### src/rtl/aes_out_serializer.sv
// AES ciphertext output serializer: buffers 128-bit blocks and streams them out as 32-bit words.
// Optional word_out_last output is enabled by defining AES_OUT_SER_LAST_EN.
module aes_out_serializer #(
  parameter int BLOCK_W = 128,
  parameter int WORD_W  = 32,
  parameter int DEPTH   = 2
) (
  input  logic               clk,
  input  logic               reset,
  input  logic [BLOCK_W-1:0] blk_in,
  input  logic               blk_in_vld,
  output logic               blk_space,
  output logic [WORD_W-1:0]  word_out,
  output logic               word_out_vld,
`ifdef AES_OUT_SER_LAST_EN
  output logic               word_out_last,
`endif
  input  logic               word_out_rdy,
  output logic               ovf,
  input  logic               ovf_clr
);

  localparam int WORDS = BLOCK_W / WORD_W;
  localparam int PTR_W = $clog2(DEPTH);
  localparam int IDX_W = $clog2(WORDS);
  localparam int CNT_W = PTR_W + 1;

  localparam logic [CNT_W-1:0] FULL_CNT = CNT_W'(DEPTH);
  localparam logic [CNT_W-1:0] CNT_ONE  = CNT_W'(1);
  localparam logic [PTR_W-1:0] PTR_ONE  = PTR_W'(1);
  localparam logic [IDX_W-1:0] IDX_ONE  = IDX_W'(1);
  localparam logic [IDX_W-1:0] LAST_IDX = IDX_W'(WORDS - 1);

  localparam logic [0:0] IDLE = 1'b0;
  localparam logic [0:0] SEND = 1'b1;

  logic [BLOCK_W-1:0] mem [DEPTH];
  logic [PTR_W-1:0]   wr_ptr;
  logic [PTR_W-1:0]   rd_ptr;
  logic [CNT_W-1:0]   count;
  logic [CNT_W-1:0]   count_next;
  logic [IDX_W-1:0]   w_idx;
  logic [IDX_W-1:0]   rev_idx;
  logic [0:0]         state;
  logic [0:0]         state_next;
  logic               handshake;
  logic               pop;
  logic               push;
  logic               drop;
  logic [BLOCK_W-1:0] cur_blk;

  assign handshake = (state == SEND) && word_out_rdy;
  assign pop       = handshake && (w_idx == LAST_IDX);
  // A full buffer still accepts a block when the head block leaves in the same cycle.
  assign push      = blk_in_vld && ((count < FULL_CNT) || pop);
  assign drop      = blk_in_vld && !push;

  // NOTE: every signal assigned in always_comb gets a default first so no latch is inferred.
  always_comb begin
    count_next = count;
    case ({push, pop})
      2'b10:   count_next = count + CNT_ONE;
      2'b01:   count_next = count - CNT_ONE;
      default: count_next = count;
    endcase

    state_next = state;
    case (state)
      IDLE:    if (push) state_next = SEND;
      SEND:    if (pop && (count_next == '0)) state_next = IDLE;
      default: state_next = IDLE;
    endcase
  end

  always_ff @(posedge clk or negedge reset) begin
    if (!reset) begin
      wr_ptr <= '0;
      rd_ptr <= '0;
      count  <= '0;
      w_idx  <= '0;
      state  <= IDLE;
      ovf    <= 1'b0;
    end else begin
      count <= count_next;
      state <= state_next;
      if (push) wr_ptr <= wr_ptr + PTR_ONE;
      if (pop) begin
        rd_ptr <= rd_ptr + PTR_ONE;
        w_idx  <= '0;
      end else if (handshake) begin
        w_idx <= w_idx + IDX_ONE;
      end
      // A drop in the same cycle as a clear leaves the flag set.
      if (drop)         ovf <= 1'b1;
      else if (ovf_clr) ovf <= 1'b0;
    end
  end

  // NOTE: the block storage has no reset; count=0 already marks every entry as empty,
  // and the output mux is gated by the FSM so stale contents never reach word_out.
  always_ff @(posedge clk) begin
    if (push) mem[wr_ptr] <= blk_in;
  end

  // Word 0 is the most significant slice of the block.
  assign cur_blk      = mem[rd_ptr];
  assign rev_idx      = LAST_IDX - w_idx;
  assign word_out_vld = (state == SEND);
  assign word_out     = word_out_vld ? cur_blk[rev_idx*WORD_W +: WORD_W] : '0;
  assign blk_space    = (count < FULL_CNT);

`ifdef AES_OUT_SER_LAST_EN
  assign word_out_last = word_out_vld && (w_idx == LAST_IDX);
`endif

endmodule

### config.mk
export PLATFORM = sky130hd
export DESIGN_NAME = aes_out_serializer
export DESIGN_NICKNAME = d
export VERILOG_FILES = /design/src/rtl/aes_out_serializer.sv
export SDC_FILE = /design/constraint.sdc
export NUM_CORES = 1
export LEC_CHECK = 0
export CORE_MARGIN = 10
export CORE_UTILIZATION = 46
export DETAILED_ROUTE_END_ITERATION = 12
export GPL_TIMING_DRIVEN = 0
export HOLD_SLACK_MARGIN = 0.05
export PLACE_DENSITY = 0.7
export REMOVE_ABC_BUFFERS = 1
export SLEW_MARGIN = 0
export SYNTH_ARGS = -nofsm -noshare
export SYNTH_HDL_FRONTEND = slang
export SYNTH_SLANG_ARGS = --single-unit
### constraint.sdc
create_clock -name clk -period 12.7 [get_ports clk]
set_input_delay 1.905 -clock clk [delete_from_list [all_inputs] [get_ports clk]]
set_output_delay 1.905 -clock clk [all_outputs]
set_load 0.02 [all_outputs]
Yosys cells after proc, flatten, opt, wreduce, memory -nomap -nowiden
Memory sizes are Yosys's and may differ from the RTL's.
Cells that the tools add are included.
{"block": "op_classes", "add_sub_neg": 6, "n_lt_le_gt_ge": 1, "n_eq_ne": 3, "shift": 1, "n_mux": 10, "n_bitwise": 1, "n_reduce_logical": 10}
{"cell": "128-bit by 8-bit indexed part select with 32-bit output", "count": 1}
{"cell": "32-bit 2-to-1 mux", "count": 1}
{"cell": "1-bit logical AND", "count": 5}
{"cell": "1-bit 2-to-1 mux", "count": 5}
{"cell": "2-bit by 1-bit adder with 2-bit output, second input constant", "count": 2}
{"cell": "2-bit equality test, second input constant", "count": 2}
{"cell": "2-bit 2-to-1 mux", "count": 2}
{"cell": "2-bit one-hot mux with 2 select lines", "count": 1}
{"cell": "2-bit nonzero test", "count": 2}
{"cell": "1-bit adder, second input constant", "count": 2}
{"cell": "2-bit by 1-bit equality test with 1-bit output, second input constant", "count": 1}
{"cell": "2-bit logical NOT", "count": 1}
{"cell": "2-bit less-than comparator, second input constant", "count": 1}
{"cell": "1-bit one-hot mux with 2 select lines", "count": 1}
{"cell": "2-bit by 1-bit subtractor with 2-bit output, second input constant", "count": 1}
{"cell": "2-bit subtractor, first input constant", "count": 1}
{"cell": "1-bit logical NOT", "count": 1}
{"cell": "1-bit logical OR", "count": 1}
{"cell": "1-bit NOT", "count": 1}
{"block": "word_totals", "regBits": 8, "ramBits": 256, "in_bits": 133, "output_inout_bits": 35, "memories": 1}
{"name": "mem", "depth": 2, "word_bits": 128, "rd": 1, "rd_clocked_by_memory_dff": 0, "write_ports": 1, "line": "37", "source": "logic [BLOCK_W-1:0] mem [DEPTH];"}

Longest topological paths before layout
Gate-level depths: netlist (run 1).
{"block": "depth", "word_depth": 10, "mapped_depth": 8, "depth_no_buf": 8}

Least setup slack after synthesis (run 1)
No wires, ideal clock.
{"block": "synth_path", "kind": "in2reg", "startpoint": "input word_out_rdy", "endpoint": "memory mem[0][0], enable pin", "setup_time_ns": 0.617, "arrival_ns": 7.596, "slack_ns": 4.487, "cell_stages": 4, "path_cell_list": "nand3_1 -> inv_1 -> o21ai_1 -> nor2_1"}
{"block": "synth_via", "elab_chain_len": 6}
{"element": "start, declared", "line": "18", "source": "input logic word_out_rdy,"}
{"element": "1-bit logical AND", "line": "52", "source": "assign handshake = (state == SEND) && word_out_rdy;"}
{"element": "1-bit logical AND", "line": "53", "source": "assign pop = handshake && (w_idx == LAST_IDX);"}
{"element": "via pop", "line": "47", "source": "logic pop;"}
{"element": "1-bit logical OR", "line": "55", "source": "assign push = blk_in_vld && ((count < FULL_CNT) || pop);"}
{"element": "1-bit logical AND", "line": "55"}
{"element": "1-bit 2-to-1 mux", "line": "102", "source": "if (push) mem[wr_ptr] <= blk_in;"}
{"element": "1-bit 2-to-1 mux (implied by the code)", "line": "102"}
{"element": "end, declared", "line": "37"}
The timed path passes the listed nets, and every way through them passes these cells.

Worst setup path in the final report (run 1)
{"block": "layout_path", "startpoint": "register w_idx[0]", "endpoint": "output word_out[7]"}
{"block": "layout_via", "elab_chain_len": 3}
{"element": "start, declared", "line": "42", "source": "logic [IDX_W-1:0] w_idx;"}
{"element": "start signal, assigned", "line": "91", "source": "w_idx <= w_idx + IDX_ONE;"}
{"element": "2-bit subtractor", "line": "107", "source": "assign rev_idx = LAST_IDX - w_idx;"}
{"element": "128-bit by 8-bit indexed part select with 32-bit output", "line": "109", "source": "assign word_out = word_out_vld ? cur_blk[rev_idx*WORD_W +: WORD_W] : '0;"}
{"element": "32-bit 2-to-1 mux", "line": "109"}
{"element": "end, declared", "line": "13", "source": "output logic [WORD_W-1:0] word_out,"}
No other way between the ends.

==> summary.md, run 1 <==
| Metric | Value |
|---|---|
| Outcome | completed |
| Initial DRC Count | 325 |
| RSZ-0062 raised after global routing | false |
| Clock Latency Late Sink | ~500 ps |
| WP data arrival | about 3400 ps |
| Mean Syn Cell Area | approximately 21 um^2 |
| Max layer used | met4 |
| Worst-path maximum fanout | 37 |
| Req. time, crit path | approximately 11000 ps |
| Maxcap violations | 0 |
| FP Rows | 54 |
| Metal-1 WL | between 8000 and 9000 um |
| Vias in the first global route | 5796 |
| Hold_buf cts | 0 |
| Initial core utilization | a little under half |
| Max Fclk | between 0.15 and 0.2 GHz |
| # resized after CTS | 0 |
| Ant diodes | 0 |
| Actual slew at the worst max-slew pin | 1010 ps |
| Worst-path clk slew | around 70 ps |
| Pwr dens | between 100 and 150 nW/um^2 |
| Seq cells post-synth | about 260 |
| CTS max path bufs | 3 |
| DRC viols | 0 |
| Final Hold Fails | 0 |
| Final Setup Violations | 0 |
| Slew HR | about 33% |
| Core ar. | around 22000 um^2 |
| Clock sink count | about 260 |
| Synth cell types | 24 |
| Most frequent cells in the layout | edfxtp_1 (256), clkdlybuf4s50_1 (167), mux2i_1 (64) |
| Critical path's slowest cell | dfrtp_2 |
| Final WL | ~21000 um |
| Largest net degree at the start of global routing | between 50 and 60 |
| Mapped Cells | 485 |
| H-tree depth | 1 |
| Post-CTS Setup Inserts | 0 |
| Overflow after GRT | 0 |
| First-pass GRT wire length | 33000 um |
| Die H | roughly 170 um |
| Sum Neg Setup Slack | 0 ps |
| GRT Util Overall | 14.7% |
| Initial antenna violation count | 0 |
| Nets | 795 |
| Setup Skew | around 11 ps |
| Final Critical Period | 5310 ps |
| Routed length on met3 | ~1300 um |
| Final weighted congestion in routability-driven placement | approximately 0.76 |
| Routed vias/inst | between 5 and 6 |
| Synth Cell Area | between 10000 and 15000 um^2 |
| LEAKAGE | roughly 0.0044 uW |
| Max-slew violation count | 0 |
| Area Overhead vs Synth | 28.5% |
| Total die area | ~29000 um^2 |
| Worst vdd ir | ~0.1 mV |
| Min-delay worst type | reg2reg |
| Setup CP Type | reg2out |
| Number of primary I/O pins | between 150 and 200 |
| CTS tree | built |
| Final period util | a little over two fifths |
| Commonest non-fill, non-tap cell in the layout | edfxtp_1 |
| CP Launch Type | flop |
| Routed Antenna Nets | 0 |
| Crit. End Element | output port |
| Via count | a little over 5000 |
| WP buf/inv | 1 |
| Port-buffer cells | approximately 170 |
| Root buf cell | clkbuf_16 |
| Share of cells above drive strength 1 | ~13% |
| CP peak stage delay | slightly above 1000 ps |
| CP delay by family, top | flip-flops |
| 1st-pass router iterations | 4 |
| Synth warn | 0 |
| Layout Utilization | between 50% and 60% |
| Sequential-to-total area share from yosys stat | between 70% and 80% |
| Fillers | 1543 |
| Die width | between 150 and 200 um |
| CP Cell Sequence | and2_2 > a22oi_1 > o211a_1 > clkdlybuf4s50_1 |
| CTS buffer count | 27 |
| WL/cell | 22.4 um |
| Met2 WL | ~11000 um |
| Hpwl dp | 13900 um |
## synthesized netlist by cell type (all sizes together)
library cell	n	area share, %
clkbuf	13	0.48
xnor2	5	0.43
ha	2	0.25
nand3	2	0.098
nor2	4	0.15
nor2b	1	0.061
dfrtp	8	2.0
mux4	32	7.1
a311o	1	0.098
nand2	1	0.037
a21oi	2	0.098
o211a	32	3.1
mux2	2	0.22
mux2i	64	6.3
o21ai	2	0.098
edfxtp	256	75
a22oi	32	2.4
and2	1	0.061
inv	5	0.18
buf	18	1.3
nor4bb	2	0.20
## worst reg2reg max path, cell delays in order (launching register included)
cell and delay, ps:
dfrtp_2 1010, ha_1 300, nand3_1 140, inv_1 200
o21ai_1 230, nor2_4 840, buf_12 310, buf_12 260
## power by group
part           internal [uW]  switching [uW]  leakage [uW]  total (uW)
Sequential               955           0.102       0.00240         955
Combinational           36.2            13.4       0.00159        49.6
Clock                    427             298      0.000391         725
Total                   1420             311       0.00438        1730
## routing by layer
layer  up-vias  global-route usage (%)
li1       2370                       -
met1      2609                    18.2
met2       145                    25.7
met3        33                    3.66
met4         0                    3.14
met5         -                       0
## final timing paths
kind	startpoint	end	slack [ps]	cells past startpoint
max	w_idx[0]$_DFFE_PN0P_	word_out[7]	7390	4
min in group asynchronous	reset	ovf$_DFFE_PN0P_	1680	1
min reg2reg	ovf$_DFFE_PN0P_	ovf$_DFFE_PN0P_	540	2
max in group asynchronous	reset	w_idx[1]$_DFFE_PN0P_	10700	1
min	ovf$_DFFE_PN0P_	ovf$_DFFE_PN0P_	540	2
max reg2reg	w_idx[0]$_DFFE_PN0P_	mem[0][17]$_DFFE_PP_	9070	7
## logic make-up (layout without fill, tap and decap cells)
| family | after synthesis | count (layout) | synth area share [%] |
|---|---|---|---|
| and+or+nand+nor | 11 | 11 | 0.602 |
| buffers and inverters | 36 | 227 | 1.95 |
| AOI/OAI and AO/OA | 69 | 69 | 5.79 |
| xor gates and xnor gates | 5 | 5 | 0.430 |
| DFF | 264 | 264 | 77.4 |
| muxes | 98 | 98 | 13.6 |
| adders and majority gates | 2 | 2 | 0.246 |
## metrics by stage
step	hold WS, ps	cell area [um^2]	power [uW]	cells	setup WS [ps]
2_1_floorplan	468	10000	974	454	3030
3_3_place_gp	481	12000	1020	901	-697
3_5_place_dp	530	12300	1020	911	7890
4_1_cts	542	13100	1750	956	7320
5_1_grt	572	13100	1790	956	7210
6_report	543	13100	1730	956	7390
## flip-flops by register name (all words and copies together), names as in the netlist
register	flops
ovf	1
count	2
word_out_vld	1
w_idx	2
wr_ptr	1
rd_ptr	1
mem	256
## area by class of cell
cell class              count  area (um^2)  share of cell area (%)
flip-flops and latches    264         7900                    60.3
multi-input cells         185         2130                    16.3
repair buffers            177         1890                    14.4
clock buffers              32          694                    5.30
well taps                 280          350                    2.68
clock inverters            13          118                   0.898
inverters                   5         18.8                   0.143
(Power assumes the default switching activity.)
==> inputs of run 2 (changes only) <==
PLACE_DENSITY = 0.73   (was 0.7)
clock period = 4.34 ns   (was 12.7 ns; I/O delays follow)
==> summary.md, run 2 (synthesized netlist as in run 1, its figures left out) <==
| Metric | Value |
|---|---|
| 1st-pass router iterations | 4 |
| Commonest non-fill, non-tap cell in the layout | edfxtp_1 |
| Final Setup Violations | 0 |
| Initial antenna violation count | 0 |
| Final period util | 93.3% |
| Setup Skew | around 15 ps |
| Final Critical Period | 4050 ps |
| DRC viols | 0 |
| Req. time, crit path | approximately 3700 ps |
| Root buf cell | clkbuf_16 |
| Actual slew at the worst max-slew pin | between 900 and 1000 ps |
| Slew HR | 35.4% |
| Maxcap violations | 0 |
| Largest net degree at the start of global routing | between 50 and 60 |
| WHS | ~430 ps |
| Final Hold Fails | 0 |
| Logic pwr share | approximately 2.9% |
| Worst-path maximum fanout | 37 |
| Final weighted congestion in routability-driven placement | around 0.77 |
| CP peak stage delay | 1000 ps |
| Vias in the first global route | between 5000 and 6000 |
| Clock Latency Late Sink | 520 ps |
| CP Launch Type | flop |
| First-pass GRT wire length | ~33000 um |
| Number of primary I/O pins | around 170 |
| Most frequent cells in the layout | edfxtp_1 (256), clkdlybuf4s50_1 (167), mux2i_1 (64) |
| WL/cell | between 20 and 25 um |
| H-tree depth | 1 |
| GRT Util Overall | 14.6% |
| Largest register by flop count | mem |
| Regs by FF count | mem (256), count (2), w_idx (2) |
| Placed cell areas | about 12000 um^2 |
| Max-slew violation count | 0 |
| Clock share of power | 42.1% |
| Worst vdd ir | around 0.34 mV |
| Fillers | 1573 |
| Initial core utilization | 46.7% |
| P_int | approximately 4100 uW |
| Initial DRC Count | 353 |
| Routed Antenna Nets | 0 |
| Outcome | completed |
| Die H | about 170 um |
| Clock sink count | approximately 260 |
| Final Cell Area | between 10000 and 15000 um^2 |
| RSZ-0062 raised after global routing | false |
| Hold_buf cts | 0 |
| Ant diodes | 0 |
| Layout Utilization | 60.1% |
| CP Cell Sequence | and2_2 > a22oi_1 > o211a_1 > clkdlybuf4s50_1 |
| Nets | just under 800 |
| Crit. End Element | output port |
| Sum Neg Setup Slack | 0 ps |
| Sequential power share | a little under three fifths |
| Post-CTS Setup Inserts | 0 |
| Via count | 5239 |
| CTS tree | built |
| CTS buffer count | 27 |
| Routed vias/inst | between 5 and 6 |
| Area Overhead vs Synth | 28.7% |
| LEAKAGE | 0.00439 uW |
| Die width | roughly 170 um |
| Share of cells above drive strength 1 | ~13% |
| Hpwl dp | approximately 14000 um |
| Sw frac | a little under a fifth |
| Psw | 928 uW |
| Setup CP Type | reg2out |
| Core ar. | ~22000 um^2 |
| Worst-path clk slew | 60 ps |
| Max reg flops | between 200 and 300 |
| Min-delay worst type | in2async |
| Pwr dens | ~390 nW/um^2 |
| Port-buffer cells | about 170 |
| Final WL | 21400 um |
| WP data arrival | about 3400 ps |
| Total die area | 28500 um^2 |
| FP Rows | 54 |
| Max Fclk | around 0.25 GHz |
| CTS max path bufs | 3 |
| # resized after CTS | 0 |
| Overflow after GRT | 0 |
| Critical path's slowest cell | dfrtp_2 |
==> run 2: changes by cell type in the layout (fill, tap and decap cells not counted) <==
| cell | delta |
|---|---|
| buf_12 | +1 |
| clkinv_1 | +4 |
| clkinv_2 | +1 |
| clkinv_4 | -1 |
| clkinvlp_4 | -1 |
==> run 2: stage by stage <==
step / total power, uW / setup WS (ps) / instances
finish: 5080 / 292 / 960
global route: 5250 / 142 / 960
CTS: 5130 / 233 / 960
detailed placement: 2990 / 798 / 912
global placement: 2990 / -9000 / 901
floorplan: 2850 / -5330 / 454
==> run 2: worst paths after layout <==
check,from,slack (ps),depth (start not counted),end
worst max-delay path,w_idx[0]$_DFFE_PN0P_,290,4,word_out[20]
min in group clk,ovf$_DFFE_PN0P_,520,2,ovf$_DFFE_PN0P_
worst min-delay path,reset,430,1,wr_ptr$_DFFE_PN0P_
worst min register to register,ovf$_DFFE_PN0P_,520,2,ovf$_DFFE_PN0P_
max in group asynchronous,reset,3590,1,w_idx[1]$_DFFE_PN0P_
worst max register to register,w_idx[0]$_DFFE_PN0P_,980,7,mem[0][16]$_DFFE_PP_
==> run 2: worst max-delay path, delay by kind of cell (launching register included) <==
kind	cells	cell delay (ps)
AO/OA/AOI/OAI	2	440
buffers and inverters	1	550
flip-flops	1	1000
AND/OR/NAND/NOR	1	870
==> run 2: power groups by stage <==
stage | Clock [uW] | Sequential (uW) | Combinational, uW
floorplan | 0 | 2850 | 0.646
global placement | 0 | 2850 | 138
detailed placement | 0 | 2850 | 144
CTS | 2190 | 2790 | 145
global route | 2300 | 2790 | 152
finish | 2140 | 2790 | 145
==> run 2: routing by layer <==
metal  track usage, %  share of wire [%]  wire length (um)  up-vias
met3             3.68                6.9              1480       25
met2             24.2                 50             10700      162
li1                 -                  -                 -     2383
met4             3.07                1.2               250        0
met1             19.1                 42              8960     2669
met5                0                  0                 0        -
==> run 2: final cells by class <==
| cell class | instances | area [um^2] | area share (%) |
|---|---|---|---|
| clock buffer | 32 | 694 | 5.29 |
| clock inverter | 16 | 121 | 0.925 |
| inverter | 5 | 18.8 | 0.143 |
| multi-input combinational | 185 | 2130 | 16.2 |
| sequential | 264 | 7900 | 60.2 |
| tap | 280 | 350 | 2.67 |
| timing repair buffer | 178 | 1910 | 14.5 |
